[config.mk]
export PLATFORM = sky130hd
export DESIGN_NAME = mux_rr_arbiter
export DESIGN_NICKNAME = d
export VERILOG_FILES = /design/src/rtl/mux_rr_arbiter.sv
export SDC_FILE = /design/constraint.sdc
export NUM_CORES = 1
export LEC_CHECK = 0
export BUFFER_PORTS_ARGS = -buffer_cell sky130_fd_sc_hd__clkbuf_2
export CAP_MARGIN = 20
export CORE_MARGIN = 3
export CORE_UTILIZATION = 56
export CTS_CLUSTER_DIAMETER = 100
export DETAILED_ROUTE_END_ITERATION = 10
export GPL_TIMING_DRIVEN = 1
export PLACE_DENSITY = 0.81
export SYNTH_ARGS = -nofsm -noshare
export SYNTH_HDL_FRONTEND = slang
export SYNTH_SLANG_ARGS = --single-unit
[constraint.sdc]
create_clock -name clk -period 2.4 [get_ports clk]
set_clock_uncertainty 0.05 [all_clocks]
set_input_delay 0.48 -clock clk [delete_from_list [all_inputs] [get_ports clk]]
set_output_delay 0.48 -clock clk [all_outputs]
set_load 0.01 [all_outputs]
[src/rtl/mux_rr_arbiter.sv]
`default_nettype none
// ============================================================================
// Module      : mux_rr_arbiter
// Description : Round-robin arbiter sharing one 4:1 mux datapath between four
//               level-request masters. It drives a one-hot grant, the mux
//               selects and a valid flag, all registered. While others wait,
//               a single tenure is limited to MAX_HOLD cycles.
// Revision    : 1.0 - initial release
// ============================================================================
module mux_rr_arbiter #(
    parameter int MAX_HOLD = 8,
    parameter int HOLD_W   = 8
) (
    input  logic       clk,
    input  logic       rst,
    input  logic [3:0] req,
    output logic [3:0] grant,
    output logic       sel1,
    output logic       sel0,
    output logic       valid
);

    typedef enum logic [0:0] {
        IDLE  = 1'b0,
        GRANT = 1'b1
    } state_t;

    state_t            r_state;
    state_t            w_next_state;
    logic [HOLD_W-1:0] r_cnt;
    logic [HOLD_W-1:0] w_next_cnt;
    logic [1:0]        r_last;
    logic [1:0]        w_next_last;
    logic [3:0]        w_next_grant;
    logic [1:0]        w_next_sel;

    logic [1:0]        w_owner;
    logic [3:0]        w_cand;
    logic [1:0]        w_pick;
    logic              w_pick_ok;
    logic              w_take;

    // The current owner is whatever the select registers point at.
    assign w_owner = {sel1, sel0};

    // Arbitration candidates: while granted, the owner never competes with itself.
    always_comb begin
        w_cand = req;
        if (r_state == GRANT) begin
            w_cand = req & ~(4'b0001 << w_owner);
        end
    end

    // Rotating priority scan starting at last+1; later loop passes have higher priority.
    always_comb begin
        w_pick    = r_last;
        w_pick_ok = 1'b0;
        for (int k = 4; k >= 1; k--) begin
            if (w_cand[r_last + 2'(k)]) begin
                w_pick    = r_last + 2'(k);
                w_pick_ok = 1'b1;
            end
        end
    end

    // Next-state and next-output decision for the tenure state machine.
    always_comb begin
        w_next_state = r_state;
        w_next_grant = grant;
        w_next_sel   = w_owner;
        w_next_cnt   = r_cnt;
        w_next_last  = r_last;
        w_take       = 1'b0;

        case (r_state)
            IDLE: begin
                w_take = w_pick_ok;
            end
            GRANT: begin
                if (!req[w_owner]) begin
                    // Release: hand over directly if anyone else is waiting.
                    if (w_pick_ok) begin
                        w_take = 1'b1;
                    end else begin
                        w_next_state = IDLE;
                        w_next_grant = 4'b0000;
                        w_next_cnt   = '0;
                    end
                end else if (r_cnt == HOLD_W'(MAX_HOLD)) begin
                    // Tenure expired: preempt if contended, otherwise restart it.
                    if (w_pick_ok) begin
                        w_take = 1'b1;
                    end else begin
                        w_next_cnt = HOLD_W'(1);
                    end
                end else begin
                    w_next_cnt = r_cnt + HOLD_W'(1);
                end
            end
            default: begin
                w_next_state = IDLE;
                w_next_grant = 4'b0000;
            end
        endcase

        if (w_take) begin
            w_next_state = GRANT;
            w_next_grant = 4'b0001 << w_pick;
            w_next_sel   = w_pick;
            w_next_cnt   = HOLD_W'(1);
            w_next_last  = w_pick;
        end
    end

    // State, tenure counter and registered outputs; reset overrides everything.
    always_ff @(posedge clk) begin
        if (rst) begin
            r_state <= IDLE;
            r_cnt   <= '0;
            r_last  <= 2'd3;
            grant   <= 4'b0000;
            sel1    <= 1'b0;
            sel0    <= 1'b0;
            valid   <= 1'b0;
        end else begin
            r_state <= w_next_state;
            r_cnt   <= w_next_cnt;
            r_last  <= w_next_last;
            grant   <= w_next_grant;
            sel1    <= w_next_sel[1];
            sel0    <= w_next_sel[0];
            valid   <= |w_next_grant;
        end
    end

endmodule
`default_nettype wire

Yosys cells after proc, flatten, opt, wreduce, memory -nomap -nowiden
Cells that the tools add are included.

Register bits after elaboration: 18. Input bits: 6. Output and inout port bits: 7. Word-level logic and storage cells: 67.

Add/sub/neg operators: 4. Order comparisons: 5. Eq/ne operators: 5. Shift-type cells: 2. Multiplexer cells: 35. Bitwise logic cells: 3. Reduce and logical (&&, ||, !) cells: 5.

Operators with widths (count): two-way mux 8 bit (4); two-way mux 4 bit (5); two-way mux 1 bit (17); < comparator 2 x 3 -> 1 bit (second input constant) (5); binary-select mux 1 bit (select 2 bit) (5); adder 8 x 1 -> 8 bit (second input constant) (1); == test 8 x 4 -> 1 bit (second input constant) (1); left shift 1 x 2 -> 4 bit (first input constant) (2); two-way mux 2 bit (3); AND reduction 3 bit (2); adder 2 bit (second input constant) (2); bitwise AND 4 bit (1); NOT 4 bit (1); OR reduction 4 bit (1); != test 3 x 1 -> 1 bit (second input constant) (1); != test 3 bit (second input constant) (1); adder 2 x 1 -> 2 bit (second input constant) (1); != test 2 x 1 -> 1 bit (second input constant) (1); != test 2 bit (second input constant) (1); case mux 1 bit (2 select lines) (1); nonzero test 2 bit (1); OR reduction 2 bit (1); NOT 1 bit (1).

Logic depth before layout (Yosys ltp)
Gate-level depths: netlist (run 1).

Depth after elaboration: 16. Gate-level depth with buffers: 8. Gate-level depth less buffers: 7.

Worst setup path before layout (run 1)
Ideal clock, no wire load.

Kind: flip-flop to flip-flop. From: reg sel0. To: reg r_cnt[4]. Library setup time: 0.070 ns. Data arrival time: 1.883 ns. Data required time: 2.280 ns. Path slack: 0.396 ns. Stages on the path, launching flop included: 7. Buffers on the path: 1. Period minus slack after synthesis: 2.004 ns. Path through: dfxtp_1 buf_6 mux2_4 o22a_4 o21ba_4 or4_1 a21oi_1.

Longest elaborated chain between the ends: 15. Elaborated cells between the ends (all ways): 27. Classes of those cells: 2 x eq/ne; 1 x shift; 20 x mux; 2 x bitwise; 2 x reduce/logical.

RTL lines: from (decl) (RTL line 19) `output logic sel0,`; from (signal assigned) (RTL line 131) `sel0 <= w_next_sel[0];`; left shift 1 x 2 -> 4 bit (RTL line 50) `w_cand = req & ~(4'b0001 << w_owner);`; NOT 4 bit (RTL line 50); bitwise AND 4 bit (RTL line 50); two-way mux 4 bit (RTL line 49) `if (r_state == GRANT) begin`; binary-select mux 1 bit (select 2 bit) (RTL line 59) `if (w_cand[r_last + 2'(k)]) begin`; two-way mux 1 bit (not written as such) (RTL line 59); two-way mux 1 bit (4 in series) (RTL line 59); two-way mux 1 bit (RTL line 82, 91); two-way mux 1 bit (RTL line 89) `end else if (r_cnt == HOLD_W'(MAX_HOLD)) begin`; two-way mux 1 bit (RTL line 80) `if (!req[w_owner]) begin`; case mux 1 bit (2 select lines) (RTL line 75) `case (r_state)`; OR reduction 2 bit (no source line); to (signal assigned) (RTL line 127) `r_cnt <= w_next_cnt;`; to (decl) (RTL line 30) `logic [HOLD_W-1:0] r_cnt;`.

Parallel ways exist; a longest one is shown, timed or not. The select of a mux whose other input is x is not followed. A chain may end at the register's enable or synchronous reset.

Worst setup path after layout (run 1)
From: reg sel0. To: reg sel1.

Longest elaborated chain between the ends: 14. Elaborated cells between the ends (all ways): 25. Classes of those cells: 1 x shift; 22 x mux; 2 x bitwise.

RTL lines: left shift 1 x 2 -> 4 bit (RTL line 50); NOT 4 bit (RTL line 50); bitwise AND 4 bit (RTL line 50); two-way mux 4 bit (RTL line 49); binary-select mux 1 bit (select 2 bit) (RTL line 59); two-way mux 1 bit (not written as such) (RTL line 59); two-way mux 1 bit (4 in series) (RTL line 59); two-way mux 1 bit (RTL line 82, 91); two-way mux 1 bit (RTL line 89); two-way mux 1 bit (RTL line 80); case mux 1 bit (2 select lines) (RTL line 75); to (signal assigned) (RTL line 130) `sel1 <= w_next_sel[1];`; to (decl) (RTL line 18) `output logic sel1,`.

Parallel ways exist; a longest one is shown, timed or not. The select of a mux whose other input is x is not followed.

==> flow_metrics.py, run 1 <==
metrics = {
    "placement": {
        "io_buffers": 12,
        "finalWeightedCongestion": 0.848,
        "dp_hpwl_um": 1800,
    },
    "clock_network": {
        "cts_tree": "built",
        "cts_setup_buffers": 0,
        "path_clk_slew_ns": 0.10,
        "numClockSinks": 18,
        "insertion_delay_ns": 0.29,
        "cts_root_buf": "clkbuf_4",
        "htreeDepth": 1,
        "cts_buffers": 3,
        "clockBufferDepth": 2,
        "cts_resized": 0,
        "ctsHoldBuffers": 0,
    },
    "synth": {
        "syn-num-nets": 141,
        "netlist_area_um2": 1140,
        "synth_cells": 133,
        "yosys_warnings": 0,
        "syn_avg_cell_area_um2": 8.55,
        "ys_types": 53,
        "yosysSeqAreaShare": 0.317,
        "synth_seq_cells": 18,
        "async_flop_share": 0,
        "synth_ff_type": "dfxtp_1",
        "synth_edf_count": 0,
    },
    "finish": {
        "fin_util": 0.689,
        "syn2layout_area_growth_pct": 10.3,
        "final_common_cell": "dfxtp_1",
        "drive_above_1_share": 0.212,
        "nets": 155,
        "diodes": 0,
        "fillers": 162,
        "layout_common_cells": "18 x dfxtp_1, 12 x a21oi_1, 12 x clkbuf_2",
    },
    "worst_setup_path": {
        "endpoint_kind": "flop",
        "slowest_delay_ns": 0.70,
        "timing.critical_path.buf_inv": 1,
        "required_ns": 2.57,
        "crit_chain": "mux4_1 -> o211ai_2 -> o21ai_1 -> buf_4 -> or2_2 -> a21oi_1",
        "critPathArrivalTime_ns": 2.36,
        "path_delay_family": "multiplexers",
        "start_kind": "flop",
        "worstPathMaxFanout": 10,
        "timing_worst_setup_path_type": "flop to flop",
        "slowest_stage": "mux4_1",
    },
    "power_and_ir_drop": {
        "p_int_uw": 636,
        "p_sw_frac": 0.370,
        "p_total_mw": 1.01,
        "pwr-share-clk": 0.182,
        "irDropWorstVdd_uv": 629,
        "p_leak_nw": 0.483,
        "power_frac_seq": 0.405,
        "pwr-share-comb": 0.413,
        "p_sw_uw": 374,
        "powerDensity_nw_per_um2": 805,
    },
    "timing": {
        "finalSetupViolCount": 0,
        "rsz0062_at_grt": "false",
        "fin_crit_ns": 2.18,
        "slew_violations": 0,
        "max_freq_mhz": 458,
        "post-route-period-util": 0.910,
        "tns_ns": 0,
        "worstMarginPinSlew_ns": 0.594,
        "relSlewSlack": 0.604,
        "finalHoldViolCount": 0,
        "hold_ws_ns": 0.447,
    },
    "drt": {
        "ant_nets": 0,
        "dr.pass1.iters": 4,
        "drt_iter0_markers": 25,
        "wire_per_inst_um": 14.0,
        "routed_wl_um": 2390,
        "routed_via_density": 6.28,
        "vias": 1074,
        "drc": 0,
    },
    "global_routing": {
        "grt_pass1_wl_um": 4110,
        "overflow": 0,
        "antenna_found_initial": 0,
        "grt_pass1_vias": 962,
        "globalRouteTotalUtil": 0.208,
        "grt_max_degree": 18,
    },
    "floorplan": {
        "die-height_um": 51.1,
        "ioPinCount": 13,
        "start_util": 0.625,
        "core_um2": 1820,
        "fp-row-count": 15,
        "die_area_um2": 2610,
        "die_x_um": 51.1,
    },
    "run_status": {
        "status": "finished, final reports clean",
    },
    "job": {
        "cap_violations": 0,
    },
    "min_path": {
        "min_path_type": "flop to flop",
    },
}
## power by group through the flow
stage	Sequential, mW	Combinational [mW]	Clock, mW
finish	0.409	0.417	0.184
global route	0.420	0.469	0.200
CTS	0.409	0.417	0.190
detailed placement	0.417	0.415	0
global placement	0.413	0.405	0
floorplan	0.403	0.324	0
## registers in the layout, summed over array words and instances, names as in the netlist
register,cells
grant,4
r_cnt,8
r_last,2
r_state,1
sel0,1
sel1,1
valid,1
## synth_stat cells, types with 2 or more instances
library cell  number  area (um2)
dfxtp_1           18         360
a21oi_1           12        60.1
nor2_1             9        33.8
nand2_1            8        30.0
o21ai_0            8        40.0
inv_1              5        18.8
and2_1             4        25.0
nand3_1            4        20.0
nand3b_1           4        30.0
a221oi_1           3        26.3
nor3_1             3        15.0
o2111ai_1          3        26.3
o31ai_1            3        22.5
a21o_1             2        15.0
buf_2              2        10.0
clkbuf_1           2        7.51
ha_1               2        25.0
nand4_1            2        12.5
nor2b_1            2        12.5
or2_2              2        12.5
or3b_2             2        17.5
or4_1              2        15.0
## cells by family (layout without fill, tap and decap cells)
kind of cell             Yosys count  after routing  synth area share
buffers and inverters             11             24            0.0451
AO/OA/AOI/OAI                     48             48             0.310
XOR/XNOR                           1              1           0.00770
AND/OR/NAND/NOR                   50             50             0.253
flip-flops                        18             18             0.317
adder cells (fa/ha/maj)            2              2            0.0220
multiplexers                       3              3            0.0451
## worst paths after layout
kind	start	to	slack (ns)	cells past startpoint
setup / recovery	sel0	sel1	0.22	6
hold / removal	r_cnt[7]	r_cnt[7]	0.45	2
setup reg to reg	sel0	sel1	0.22	6
hold reg to reg	r_cnt[7]	r_cnt[7]	0.45	2
## layer usage
| metal | vias up | wire length (um) | track usage |
|---|---|---|---|
| li1 | 536 | - | - |
| met1 | 505 | 1120 | 0.253 |
| met2 | 27 | 1100 | 0.352 |
| met3 | 6 | 93 | 0.0175 |
| met4 | 0 | 70 | 0.126 |
| met5 | - | 0 | 0 |
## tightest hold or removal path: stages (launching register included)
cell	delay (ns)
dfxtp_1	0.33
o21ai_0	0.07
a21oi_1	0.06
## cell type report
class / count / area, um2 / area share
Multi-Input combinational cell: 104 / 726 / 0.578
Sequential cell: 18 / 360 / 0.287
Timing Repair Buffer: 15 / 82.6 / 0.0658
Clock buffer: 4 / 36.3 / 0.0289
Tap cell: 25 / 31.3 / 0.0249
Inverter: 5 / 18.8 / 0.0150
## stage by stage
step | cell area [um2] | setup slack [ns] | std cells
finish | 1250 | 0.216 | 171
detailed placement | 1220 | 0.167 | 167
CTS | 1250 | 0.218 | 171
global route | 1250 | 0.0874 | 171
floorplan | 1140 | 0.396 | 133
global placement | 1220 | 0.253 | 167
Power figures use the tool's default switching activity.
==> inputs of run 2 (changes only) <==
CORE_UTILIZATION = 45   (was 56)
PLACE_DENSITY = 0.71   (was 0.81)
clock period = 2 ns   (was 2.4 ns; I/O delays follow)
==> flow_metrics.py, run 2 (synthesized netlist as in run 1, its figures left out) <==
metrics = {
    "placement": {
        "dp_hpwl_um": 2090,
        "dp_slack_ns": -0.0606,
        "dpl_cell_area_um2": 1340,
        "finalWeightedCongestion": 0.824,
        "placed_cells": 185,
        "io_buffers": 12,
    },
    "worst_setup_path": {
        "crit_top_cell": "buf_6",
        "slowest_stage": "or4b_4",
        "critPathArrivalTime_ns": 2.09,
        "timing_worst_setup_path_type": "flop to flop",
        "crit_chain": "inv_2 -> ha_4 -> or4b_4 -> o211ai_2 -> o21ai_2 -> buf_6 -> buf_6 -> nand3b_1 -> o31ai_4",
        "crit_cells": 9,
        "endpoint_kind": "flop",
        "worstPathMaxFanout": 6,
        "worst-r2r-cell-count": 9,
        "start_kind": "flop",
        "path_delay_family": "simple AND/OR/NAND/NOR gates",
        "slowest_delay_ns": 0.49,
        "required_ns": 2.12,
        "timing.critical_path.buf_inv": 3,
    },
    "finish": {
        "syn2layout_area_growth_pct": 28.1,
        "largest_register_ffs": 8,
        "drive_above_1_share": 0.407,
        "fin_util": 0.634,
        "fin_cells": 190,
        "largestRegisters": "r_cnt: 8 flops, grant: 4 flops, r_last: 2 flops",
        "stdcell_area_um2": 1460,
        "largest_register": "r_cnt",
        "final_common_cell": "buf_4",
        "layout_common_cells": "18 x buf_4, 14 x dfxtp_1, 12 x clkbuf_2",
        "diodes": 0,
        "nets": 172,
    },
    "floorplan": {
        "die-height_um": 56.3,
        "ioPinCount": 13,
        "fp-row-count": 17,
        "die_area_um2": 3170,
        "core_um2": 2300,
        "die_x_um": 56.3,
        "start_util": 0.495,
    },
    "power_and_ir_drop": {
        "irDropWorstVdd_uv": 690,
        "powerDensity_nw_per_um2": 936,
        "p_total_mw": 1.36,
        "p_leak_nw": 0.579,
    },
    "timing": {
        "worstMarginPinSlew_ns": 0.380,
        "hold_ws_ns": 0.443,
        "post-route-period-util": 0.984,
        "finalHoldViolCount": 0,
        "relSlewSlack": 0.746,
        "worst_slack_ns": 0.0326,
        "rsz0062_at_grt": "true",
        "fin_crit_ns": 1.97,
        "slew_violations": 0,
        "max_freq_mhz": 508,
        "tns_ns": 0,
        "finalSetupViolCount": 0,
    },
    "clock_network": {
        "ctsHoldBuffers": 0,
        "cts_buffers": 3,
        "numClockSinks": 18,
        "path_clk_slew_ns": 0.10,
        "cts_tree": "built",
        "cts_root_buf": "clkbuf_4",
        "clockBufferDepth": 2,
        "insertion_delay_ns": 0.28,
        "htreeDepth": 1,
    },
    "drt": {
        "drc": 0,
        "ant_nets": 0,
        "dr.pass1.iters": 4,
        "routed_via_density": 6.17,
        "wire_per_inst_um": 15.8,
        "vias": 1173,
        "drt_iter0_markers": 54,
        "routed_wl_um": 2990,
    },
    "global_routing": {
        "globalRouteTotalUtil": 0.189,
        "antenna_found_initial": 0,
        "grt_max_degree": 18,
        "overflow": 0,
        "grt_pass1_wl_um": 4850,
        "grt_pass1_vias": 1171,
    },
    "run_status": {
        "status": "finished, final reports clean",
    },
    "min_path": {
        "min_path_type": "flop to flop",
        "whs_path_depth": 2,
    },
    "job": {
        "cap_violations": 0,
    },
}
-- run 2: changes by cell type in the layout (fill, tap and decap cells not counted), moves of 2 or more --
cell,before,now
buf_4,3,18
buf_6,0,2
dfxtp_1,18,14
o21ai_0,8,6
inv_2,0,2
o21ai_2,0,2
inv_1,5,3
a21oi_1,12,9
dfxtp_2,0,3
a21oi_2,0,3
-- run 2: per-layer routing --
layer	up-vias	part of all wire	track usage
met3	12	0.046	0.0391
met5	-	0	0
met1	542	0.45	0.237
li1	568	-	-
met4	0	0.029	0.0780
met2	51	0.48	0.314
-- run 2: final timing paths --
path / start / end / slack (ns)
max: r_cnt[1] / sel0 / 0.03
min: r_cnt[7] / r_cnt[7] / 0.44
max reg2reg: r_cnt[1] / sel0 / 0.03
min reg2reg: r_cnt[7] / r_cnt[7] / 0.44
-- run 2: worst register-to-register path: cells and delay by family (launching register included) --
| family | cells | cell delay (ns) |
|---|---|---|
| AND/OR/NAND/NOR | 2 | 0.61 |
| AO/OA/AOI/OAI | 3 | 0.38 |
| flip-flops | 1 | 0.34 |
| buffers and inverters | 3 | 0.35 |
| adder cells (fa/ha/maj) | 1 | 0.13 |
-- run 2: cell type report --
cell class	instances	area (um2)
multi-input cells	104	795
flip-flops and latches	18	368
clock buffers	3	22.5
repair buffers	32	218
fillers	195	841
inverters	5	18.8
well taps	28	35.0
-- run 2: where the power goes --
| part | internal, mW | leakage (nW) | total (mW) | switching (mW) |
|---|---|---|---|---|
| combinational | 0.344 | 0.415 | 0.685 | 0.341 |
| clock | 0.0699 | 0.0138 | 0.175 | 0.106 |
| sequential | 0.422 | 0.149 | 0.502 | 0.0806 |
-- run 2: what timing repair did --
item                                    in CTS  in global routing
pin swaps                                    3                  4
buffers inserted                             2                  0
hold endpoints to repair                     0                  0
endpoints found under the setup margin       5                 13
gates resized for setup                     10                 17
